### config.mk
export PLATFORM = sky130hd
export DESIGN_NAME = fwd_scoreboard
export DESIGN_NICKNAME = d
export VERILOG_FILES = /design/src/rtl/fwd_scoreboard.sv
export SDC_FILE = /design/constraint.sdc
export NUM_CORES = 1
export LEC_CHECK = 0
export BUFFER_PORTS_ARGS = -buffer_cell sky130_fd_sc_hd__buf_2
export CORE_UTILIZATION = 49
export DETAILED_ROUTE_END_ITERATION = 6
export MAX_ROUTING_LAYER = met4
export PLACE_DENSITY = 0.87
export SLEW_MARGIN = 20
export SYNTH_ARGS = -nofsm -noshare
export SYNTH_HDL_FRONTEND = slang
export SYNTH_SLANG_ARGS = --single-unit
### constraint.sdc
create_clock -name clk -period 3.2 [get_ports clk]
set_clock_uncertainty 0.05 [all_clocks]
set_input_delay 0.64 -clock clk [delete_from_list [all_inputs] [get_ports clk]]
set_output_delay 0.64 -clock clk [all_outputs]
set_load 0.005 [all_outputs]
### src/rtl/fwd_scoreboard.sv
// fwd_scoreboard: operand-forwarding and load-use hazard unit beside DE.
// Keeps a shift history of in-flight destination registers (entry k is the
// instruction in stage k). For each source port it selects the youngest
// producer to forward from, or requests a stall if that producer's result
// is not ready yet.
// Optional build macro FWD_SCOREBOARD_STALL_CNT_EN adds the saturating
// stall_cnt / fwd_cnt event counters.
module fwd_scoreboard #(
    parameter int NPORTS     = 2,
    parameter int NSTAGES    = 2,
    parameter int LOAD_STAGE = 2,
    parameter int SELW       = $clog2(NSTAGES + 1)
) (
    input  logic                     clk,
    input  logic                     rst_n,
    input  logic                     de_valid,
    input  logic [NPORTS*5-1:0]      de_rs,
    input  logic [NPORTS-1:0]        de_rs_used,
    input  logic                     de_regWrite,
    input  logic [4:0]               de_rd,
    input  logic                     de_isLoad,
    input  logic                     hold,
    input  logic                     flush,
`ifdef FWD_SCOREBOARD_STALL_CNT_EN
    output logic [31:0]              stall_cnt,
    output logic [31:0]              fwd_cnt,
`endif
    output logic [NPORTS*SELW-1:0]   fwd_sel,
    output logic                     stall_req
);

    // Reject configurations the history cannot represent.
    if (LOAD_STAGE < 1 || LOAD_STAGE > NSTAGES || NPORTS < 1) begin : g_param_check
        $fatal(1, "fwd_scoreboard: illegal parameters (LOAD_STAGE must be 1..NSTAGES, NPORTS >= 1)");
    end

    // History: valid bit, destination register, first stage the result is forwardable.
    logic [NSTAGES:1] ent_v;
    logic [4:0]       ent_rd  [1:NSTAGES];
    logic [SELW-1:0]  ent_rdy [1:NSTAGES];

    logic [4:0]       cur_rs;
    logic             cur_hit;
    logic             cur_wait;
    logic [SELW-1:0]  cur_sel;
    logic             any_wait;
    logic             push;

    // Per-port youngest-match search; the first hit (smallest k) is taken.
    always_comb begin
        fwd_sel  = '0;
        any_wait = 1'b0;
        cur_rs   = '0;
        cur_hit  = 1'b0;
        cur_wait = 1'b0;
        cur_sel  = '0;
        for (int unsigned p = 0; p < NPORTS; p++) begin
            cur_rs   = de_rs[5*p +: 5];
            cur_hit  = 1'b0;
            cur_wait = 1'b0;
            cur_sel  = '0;
            for (int unsigned k = 1; k <= NSTAGES; k++) begin
                if (!cur_hit && de_rs_used[p] && (cur_rs != 5'd0) &&
                    ent_v[k] && (ent_rd[k] == cur_rs)) begin
                    cur_hit = 1'b1;
                    if (SELW'(k) >= ent_rdy[k]) begin
                        cur_sel = SELW'(k);
                    end else begin
                        cur_wait = 1'b1;
                    end
                end
            end
            fwd_sel[SELW*p +: SELW] = rst_n ? cur_sel : '0;
            any_wait = any_wait | cur_wait;
        end
        stall_req = rst_n & de_valid & ~flush & any_wait;
    end

    // A DE instruction is recorded only if it will really advance into EX.
    always_comb begin
        push = de_valid & de_regWrite & (de_rd != 5'd0) & ~stall_req & ~flush;
    end

    // Shift the history one stage per unfrozen cycle; entry 1 takes DE or a bubble.
    always_ff @(posedge clk) begin
        if (!rst_n) begin
            ent_v <= '0;
        end else if (!hold) begin
            for (int unsigned k = 2; k <= NSTAGES; k++) begin
                ent_v[k]   <= ent_v[k-1];
                ent_rd[k]  <= ent_rd[k-1];
                ent_rdy[k] <= ent_rdy[k-1];
            end
            ent_v[1]   <= push;
            ent_rd[1]  <= de_rd;
            ent_rdy[1] <= de_isLoad ? SELW'(LOAD_STAGE) : SELW'(1);
        end
    end

`ifdef FWD_SCOREBOARD_STALL_CNT_EN
    // Saturating counts of stalled cycles and of cycles that forwarded anything.
    always_ff @(posedge clk) begin
        if (!rst_n) begin
            stall_cnt <= '0;
            fwd_cnt   <= '0;
        end else if (!hold) begin
            if (stall_req && (stall_cnt != '1)) begin
                stall_cnt <= stall_cnt + 32'd1;
            end
            if (!stall_req && (fwd_sel != '0) && (fwd_cnt != '1)) begin
                fwd_cnt <= fwd_cnt + 32'd1;
            end
        end
    end
`endif

endmodule

* Word level (Yosys, flattened, before mapping)
Memory sizes are Yosys's and may differ from the RTL's. Cells that the tools add are included.
Operators by class: bitwise gates (word level) 10, reduce and logical (&&, ||, !) cells 19, mux-type cells 22, eq/ne operators 4, magnitude comparators 2
Operators by type and width (number):
- $eq A5 B5 Y1 | 4
- $mux W2 | 8
- $reduce_bool A5 Y1 | 3
- $logic_and A1 B1 Y1 | 14
- $mux W1 | 14
- $and A1 B1 Y1 | 7
- $ge A1 B2 Y1 const A | 1
- $ge A2 B2 Y1 const A | 1
- $logic_not A1 Y1 | 2
- $not A1 Y1 | 2
- $or A1 B1 Y1 | 1
Storage, ports and cells: bits in registers 2, word-level logic and storage cells 60, output and inout port bits 5, bits in writable memories 14, bits of input ports 24, memories 2
Memory list:
- ent_rd | words 2, bits a word 5, read ports 2, clocked after Yosys merged registers in 0, wr ports 2, line 39 | logic [4:0] ent_rd [1:NSTAGES];
- ent_rdy | words 2, bits a word 2, read ports 2, clocked after Yosys merged registers in 0, wr ports 2, line 40 | logic [SELW-1:0] ent_rdy [1:NSTAGES];

* Logic depth before layout (Yosys ltp)
Gate-level depths: netlist (run 1).
depth after elaboration 16, gate-level depth with buffers 6

* Worst setup path after synthesis (run 1)
Ideal clock, no wire load.
path type input to output, from input port de_rs[6], to output port stall_req, data required time 2510 ps, path buffers 0, data arrival time 1811 ps, path slack 699 ps, stages 6, path through or4_1 o21ai_2 nor3_1 nor3_1 o21bai_1 o21ai_1
On the way: cells in the longest elaborated chain, start to end 13, elaborated cells on any way between the ends 17, classes of those cells eq/ne: 2; mux: 4; bitwise: 2; reduce/logical: 9
RTL lines:
- start: declaration | line 17 | input logic [NPORTS*5-1:0] de_rs,
- $reduce_bool A5 Y1 | line 63 | if (!cur_hit && de_rs_used[p] && (cur_rs != 5'd0) &&
- $logic_and A1 B1 Y1 (2 in series) | line 63
- $logic_and A1 B1 Y1 | line 64 | ent_v[k] && (ent_rd[k] == cur_rs)) begin
- $mux W1 | line 63
- $logic_not A1 Y1 | line 63
- $logic_and A1 B1 Y1 (3 in series) | line 63
- $logic_and A1 B1 Y1 | line 64
- $mux W1 (*) | line 63
- $or A1 B1 Y1 (*) | line 74 | any_wait = any_wait | cur_wait;
- $and A1 B1 Y1 (*) | line 76 | stall_req = rst_n & de_valid & ~flush & any_wait;
- end: declaration | line 29 | output logic stall_req
Every way passes the cells marked *; elsewhere a longest branch is shown, timed or not.

* Worst setup path in the final report (run 1)
from input port de_rs[3], to output port stall_req
The elaborated chain is that of the path after synthesis.

==> run summary, run 1 <==
The part of the cycle the worst path needs is 89.6%. In this run the worst setup path terminates at stall_req. Routability-driven placement finished with a final weighted congestion of 0.889. Post-CTS timing repair inserted 0 buffers for setup.

The placement row count came out at 14. The TritonCTS clock tree is built. STA puts the critical path data arrival time at 2180 ps.

The actual transition at the worst max-transition pin came out at 344 ps. Entering global routing, the biggest net connects 15 pins. The startpoint identified for the worst register-to-register timing path is ent_rd[1][4]. The per-instance average area after synthesis is 12.4 µm².

By area the synthesized netlist is led by sky130_fd_sc_hd__edfxtp_1, sky130_fd_sc_hd__xnor2_1, sky130_fd_sc_hd__xor2_1. Across the VDD grid, the largest voltage drop is 0.000439 V. The worst setup slack before clock tree synthesis came out at 334 ps. The sum of routed wire segments on met1 is 819 µm. The number of cells upsized or downsized after cts is 0. The flip-flop and latch area came out at 460 µm². The number of flops mapped to enable cells by yosys is 14. The post-synthesis cell count is 70. The post-synthesis register bit count came out at 16. Tracing the worst setup path back leads to its startpoint at de_rs[3]. The total track usage came out at 20.5%. The worst hold margin came out at 412 ps.

Clock-pin slew was measured on the worst setup and hold paths at 100 ps. The length in cells of the worst reg-to-reg path is 6. The net total in the final layout is 128.

The initial antenna violation count came out at 0. The final critical delay including setup and external delays is 2870 ps. Setup repair after global routing left no endpoint under its margin. The initial DRC count came out at 11. The detailed placer's ending HPWL is 1380 µm. The share of synthesized area occupied by flip-flops and latches is 53.1%. The main flop type after synthesis is sky130_fd_sc_hd__edfxtp_1. Summed over all layers, the routed wires come to 1710 µm.

The number of detailed-routing iterations run before antenna repair is 6. In this run the top signal layer used is met4. In the final layout, the share of cells above drive strength 1 is 35.0%. Sorting the synthesized cells by how often they occur yields sky130_fd_sc_hd__edfxtp_1, sky130_fd_sc_hd__xnor2_1, sky130_fd_sc_hd__xor2_1. The number of buffers added by the clock tree synthesis step is 3. The remaining design rule violation count is 0. The core footprint is 0.00158 mm².

The floorplan step defined a die boundary enclosing 0.00194 mm². The post-synthesis cell area is 867 µm². STA classifies the critical path startpoint as an input pin. Summed over all nets, wire length on met2 after detailed routing comes to 818 µm.

The routed length on met3 is 53 µm. In this run the static leakage power is 0.428 nW. The maximum clock frequency is 349 MHz. The multi-input combinational cells in the finished layout cover a total of 403 µm². The synthesized netlist net count is 94. The largest fanout on the critical path is 3. The area growth from synthesis to layout is 22.4%.

The deepest clock path buffer count is 2. The fill cell total of the finished layout is 123. The via count came out at 652. Dividing total power by cell area gives a power density of 385 mW/mm². The number of global-route vias before repair was 636. The count of placed standard cells including taps is 115. The number of different library cells in the post-synthesis netlist came out at 24. The height of the chip came out at 44.1 µm. The run finished with clean final reports. Measured along the x axis, the die boundary spans 44.1 µm. The wire length of the first global-routing pass came out at 2750 µm. After synthesis, the share of flip-flops with an asynchronous set or reset is 0%. The total number of yosys warnings is 0.

The register-to-register path setup slack came out at 1420 ps. The count of pins on the block boundary came out at 29. The final setup violation count came out at 0.

Summed over all instances, the cell type with the most area after synthesis is sky130_fd_sc_hd__edfxtp_1. The root buffer cell chosen for the clock tree is sky130_fd_sc_hd__clkbuf_4. The critical register-to-register path endpoint is ent_v[1]. The max-slew violation count is 0. The number of I/O port buffers is 28.

The remaining number of nets flagged by the antenna check after routing is 0. Data on the critical path is required at its endpoint by 2510 ps. The sink count of the clock tree is 16.

The number of buffers added to fix hold violations after cts came out at 0. Of the post-synthesis cell area, the dominant cell type holds 48.5%. The average wire per cell in the routed design is 14.4 µm. Once the floorplan was initialized, standard cells occupied 55.0% of the core. The number of H-tree branching levels is 1. For the final routed database, the setup TNS stands at 0 ps. The class of the tightest hold or removal check is register to register. The max-slew headroom at the worst pin is 76.9%. The class of the most critical setup path is input pin to output pin.

The non-filler instance count after layout is 119. The number of cells traversed by the worst hold path came out at 0. By instance count, the leading cell after synthesis is sky130_fd_sc_hd__edfxtp_1. The number of antenna diodes is 0. The clock insertion delay at the later pin of the skew report is 280 ps.

After global routing the overflow that remains totals 0. The number of hold violations in the final report came out at 0. Dividing the detail-routed via count by the number of cells gives 5.48. Once routing completed, OpenROAD measured the worst setup slack at 333 ps. The number of maximum-capacitance violations is 0. The type of destination of the critical path is an output pin.
==> flip-flops by register name (all words and copies together), names as in the netlist <==
| name | cells |
|---|---|
| ent_rd | 10 |
| ent_rdy | 4 |
| ent_v | 2 |
==> where the power goes <==
group	switching [mW]	internal [mW]	total, mW
Clock	0.0615	0.0451	0.107
Sequential	0.00868	0.238	0.247
Combinational	0.0258	0.0296	0.0554
==> stage by stage <==
step	instance area [µm²]	utilization (%)	total power, mW
finish	1060	67.3	0.409
global route	1060	67.3	0.423
global placement	1030	65.6	0.305
detailed placement	1030	65.6	0.307
floorplan	867	-	0.278
CTS	1060	67.3	0.410
==> cells in the final DEF (no fill, tap or decap), types with 2 or more instances in the layout <==
cell type and instances:
sky130_fd_sc_hd__nand3_1 2, sky130_fd_sc_hd__xor2_1 8, sky130_fd_sc_hd__or4_1 2, sky130_fd_sc_hd__nor2b_1 3, sky130_fd_sc_hd__nand2_1 3, sky130_fd_sc_hd__and3_1 2
sky130_fd_sc_hd__nor4_1 2, sky130_fd_sc_hd__clkbuf_4 3, sky130_fd_sc_hd__and3b_1 2, sky130_fd_sc_hd__o21ai_2 2, sky130_fd_sc_hd__nand4_1 2, sky130_fd_sc_hd__xnor2_1 12
sky130_fd_sc_hd__edfxtp_1 14, sky130_fd_sc_hd__nor3_1 4, sky130_fd_sc_hd__buf_2 28, sky130_fd_sc_hd__dfxtp_1 2
==> cells by family after synthesis <==
group / after synthesis / synth area share (%)
buf+inv: 1 / 0.432
mux: 1 / 1.15
simple gates: 25 / 18.3
flops: 16 / 53.1
xor+xnor: 20 / 20.2
compound gates: 7 / 6.78
==> worst max-delay path, stage by stage <==
cell                       delay [ps]
sky130_fd_sc_hd__buf_2            130
sky130_fd_sc_hd__or4_4            530
sky130_fd_sc_hd__o21ai_2          150
sky130_fd_sc_hd__nor3_1           100
sky130_fd_sc_hd__nor3_1           250
sky130_fd_sc_hd__o21bai_1         140
sky130_fd_sc_hd__o21ai_1          120
sky130_fd_sc_hd__buf_2            120
==> layer usage <==
layer | up-vias | GRT usage (%)
met4 | 0 | 5.45
met1 | 301 | 26.4
li1 | 333 | -
met3 | 2 | 3.67
met2 | 16 | 33.5
met5 | - | -
==> cell type report <==
| cell class | count | area share [%] |
|---|---|---|
| sequential | 16 | 43.4 |
| multi-input combinational | 53 | 38.0 |
| timing repair buffer | 29 | 13.9 |
| clock buffer | 3 | 2.12 |
| tap | 16 | 1.89 |
| clock inverter | 1 | 0.354 |
| inverter | 1 | 0.354 |
==> worst min-delay path by stage <==
stage,from,endpoint
after floorplan,ent_rdy[1][0],ent_rdy[2][0]
after global placement,ent_rdy[1][0],ent_rdy[2][0]
after detailed placement,ent_rdy[1][0],ent_rdy[2][0]
after CTS,ent_rdy[1][0],ent_rdy[2][0]
after global routing,ent_rdy[1][0],ent_rdy[2][0]
final,ent_rdy[1][0],ent_rdy[2][0]
(Power assumes the default switching activity.)
==> inputs of run 2 (changes only) <==
--- a/config.mk
+++ b/config.mk
@@ -6,10 +6,10 @@
 export NUM_CORES = 1
 export LEC_CHECK = 0
 export BUFFER_PORTS_ARGS = -buffer_cell sky130_fd_sc_hd__buf_2
-export CORE_UTILIZATION = 49
+export CORE_UTILIZATION = 43
 export DETAILED_ROUTE_END_ITERATION = 6
 export MAX_ROUTING_LAYER = met4
-export PLACE_DENSITY = 0.87
+export PLACE_DENSITY = 0.82
 export SLEW_MARGIN = 20
 export SYNTH_ARGS = -nofsm -noshare
 export SYNTH_HDL_FRONTEND = slang
==> constraint.sdc (replaced) <==
create_clock -name clk -period 2.35 [get_ports clk]
set_clock_uncertainty 0.05 [all_clocks]
set_input_delay 0.47 -clock clk [delete_from_list [all_inputs] [get_ports clk]]
set_output_delay 0.47 -clock clk [all_outputs]
set_load 0.005 [all_outputs]
==> run 2 against run 1 <==
  * The flow now finishes with violations (negative setup slack)
  * First-iteration DRC count up 18%
  * Via count up 19%
  * Cell area up 20%
  * Routed wire length up 24%
  * Die area up 13%
  * Hold slack worse by 93 ps
==> run summary, run 2 (synthesis gave the netlist of run 1 again) <==
The critical path starts at de_rs[8]. The area growth from synthesis to layout is 46.9%. Setup repair after global routing could not meet its margin everywhere. The worst-case vdd ir drop is 0.000402 V (-8.4%). The clock transition at the registers of the reported paths came out at 80 ps (-20 ps). Among all stages on the critical path, the largest delay is contributed by sky130_fd_sc_hd__or4_4.

The count of placed standard cells including taps was 137 (+19%). The remaining design rule violation count is 0 (unchanged). Counting flops per register, the top entry is ent_rd. The final sum of negative setup slack came to -133 ps (-133 ps). The final setup violation count came out at 2 (+2).

The starting density of the core came out at 48.1% (-6.9 points). The horizontal extent of the die was 46.9 µm (+6.4%). By instance count, the cell type seen most on the critical path is sky130_fd_sc_hd__buf_2.

The net total in the final layout is 148 (+16%). The arrival time of the worst setup path is 1920 ps (-260 ps). The total track usage was 23.1% (+2.6 points). The final reports fail on negative setup slack. The stage delay of the slowest cell on the critical path was 520 ps (about the same). The fill cell total of the finished layout came out at 127 (+3.3%). The fraction of power consumed by sequential logic came out at 57.8% (-2.6 points). The pin count of the biggest net entering global routing came to 15 (unchanged).

The length in cells of the worst reg-to-reg path is 10 (+4). The placement row count was 15 (+1). The tree is rooted in a sky130_fd_sc_hd__clkbuf_4. The power density over cell area came out at 457 mW/mm² (+18%).

The number of hold violations in the final report is 0 (unchanged). The area of the die is 0.00220 mm² (+13%). The detailed placer's ending HPWL was 1500 µm (+9.1%). The flip-flop and latch area is 460 µm² (unchanged). The number of buffers added by the clock tree synthesis step is 3 (unchanged). The via count is 774 (+19%).

In the layout the commonest cells are sky130_fd_sc_hd__buf_2, sky130_fd_sc_hd__buf_4, sky130_fd_sc_hd__edfxtp_1. The worst hold margin is 319 ps (-92.8 ps). The static leakage power is 0.535 nW (+25%). The max-slew violation count is 0 (unchanged). The final critical delay including setup and external delays is 2440 ps. The proportion of power drawn by the clock network came out at 25.1% (-1.0 points). The min-delay analysis places its worst path in the category input pin to register. The commonest non-fill, non-tap cell in the layout is sky130_fd_sc_hd__buf_2. The number of detailed-routing iterations run before antenna repair came out at 4 (-2).

The number of antenna diodes is 0 (unchanged). The max-slew headroom at the worst pin came to 81.9% (+5.0 points). The number of global-route vias before repair was 770 (+21%). The initial DRC count is 13 (+2). The number of H-tree branching levels is 1 (unchanged). The part of the cycle the worst path needs is 104%. The sink count of the clock tree came out at 16 (unchanged). In this run the most critical hold path is launched from de_rd[3]. The data required time at the worst endpoint is 1830 ps (-680 ps).

The layout cell share with drive strength beyond 1 came to 49.6% (+15 points). The flip-flop count of the largest register, all copies and words added came out at 10 (unchanged). The average vias per placed instance was 5.23 (-4.5%).

The largest registers in the layout are ent_rd x10, ent_rdy x4, ent_v x2. The height of the chip came out at 46.9 µm (+6.4%). The largest fanout on the critical path is 2 (-1).

The number of stages on the worst setup path is 8 (unchanged). The routability congestion estimate came out at 0.897 (+0.91%). The count of pins on the block boundary is 29 (unchanged). The switching fraction of total power came to 23.8% (+0.35 points).

The worst setup path is of the input pin to output pin kind. The register-to-register path setup slack came out at 130 ps (-1290 ps). The average wire per cell in the routed design came out at 14.4 µm (about the same).

The critical path goes through buf_2, or4_4, o21ai_4, nor3_2, buf_4, o211ai_1, o21ai_1, buf_2. The number of maximum-capacitance violations is 0 (unchanged). The non-filler instance count after layout was 148 (+24%). The actual transition at the worst max-transition pin came out at 269 ps (-75.0 ps). The final global-route overflow total is 0 (unchanged).

The deepest clock path buffer count is 2 (unchanged). The worst reg2reg path startpoint is ent_rd[2][0]. The core footprint came out at 0.00180 mm² (+14%). The internal power contribution is 0.443 mW (+42%). The clock insertion delay at the later pin of the skew report came out at 290 ps (about the same). The number of I/O port buffers was 28 (unchanged). The flow ran to the end, but the final reports show violations. The maximum clock frequency came out at 410 MHz. The initial antenna violation count was 0 (unchanged). The number of cells traversed by the worst hold path is 1 (+1). The wire length of the first global-routing pass came to 3190 µm (+16%). The worst path setup slack after routing came out at -87.2 ps (-420 ps). The total wire length after detailed routing is 2130 µm (+24%). The cell class contributing the biggest share of worst-path delay is simple AND/OR/NAND/NOR gates.

TritonCTS built the clock tree. The proportion of power drawn by combinational gates is 17.1% (+3.6 points). The number of buffer and inverter instances along the worst setup path is 3 (+1). The worst setup path is launched from an input pin. The net switching power figure is 0.139 mW (+44%). The multi-input gate area in the final layout is 442 µm² (+9.6%).

The type of destination of the critical path is an output pin. The remaining number of nets flagged by the antenna check after routing came out at 0 (unchanged).
## run 2: per-stage QoR
stage / worst slack [ps] / instance area, µm² / total power [mW] / utilization [%]
floorplan: 189 / 867 / 0.378 / -
detailed placement: -147 / 1140 / 0.432 / 63.5
CTS: -85.7 / 1250 / 0.582 / 69.4
global placement: -110 / 1140 / 0.427 / 63.5
global route: -160 / 1270 / 0.613 / 70.7
finish: -87.2 / 1270 / 0.582 / 70.7
## run 2: area by class of cell
type                            count  area share (%)
Multi-Input combinational cell     53            34.7
Timing Repair Buffer               49            24.4
Inverter                            1           0.295
Tap cell                           25            2.46
Sequential cell                    16            36.1
Clock buffer                        3            1.77
Clock inverter                      1           0.295
## run 2: per-layer routing
layer  track usage, %  up-vias  part of all wire [%]
met3             3.85        9                   3.6
met2             39.2       29                    54
met1             24.3      364                    39
met4             16.0        0                   3.6
li1                 -      372                     -
met5                -        -                     0
## run 2: power groups by stage
stage / clock (mW) / combinational, mW / sequential (mW)
2_1_floorplan: 0 / 0.0391 / 0.339
3_3_place_gp: 0 / 0.0851 / 0.342
3_5_place_dp: 0 / 0.0890 / 0.343
4_1_cts: 0.152 / 0.0935 / 0.336
5_1_grt: 0.168 / 0.106 / 0.338
6_report: 0.146 / 0.0996 / 0.336
## run 2: final timing paths
path | to
worst max-delay path | stall_req
worst min-delay path | ent_rd[1][3]
worst max register to register | ent_v[1]
worst min register to register | ent_rdy[2][0]
## run 2: timing repair
action	4_1_cts	5_1_grt
gates resized for setup	7	2
setup buffers	7	3
endpoints found under the setup margin	3	5
hold buffers	0	0
pin swaps	10	11
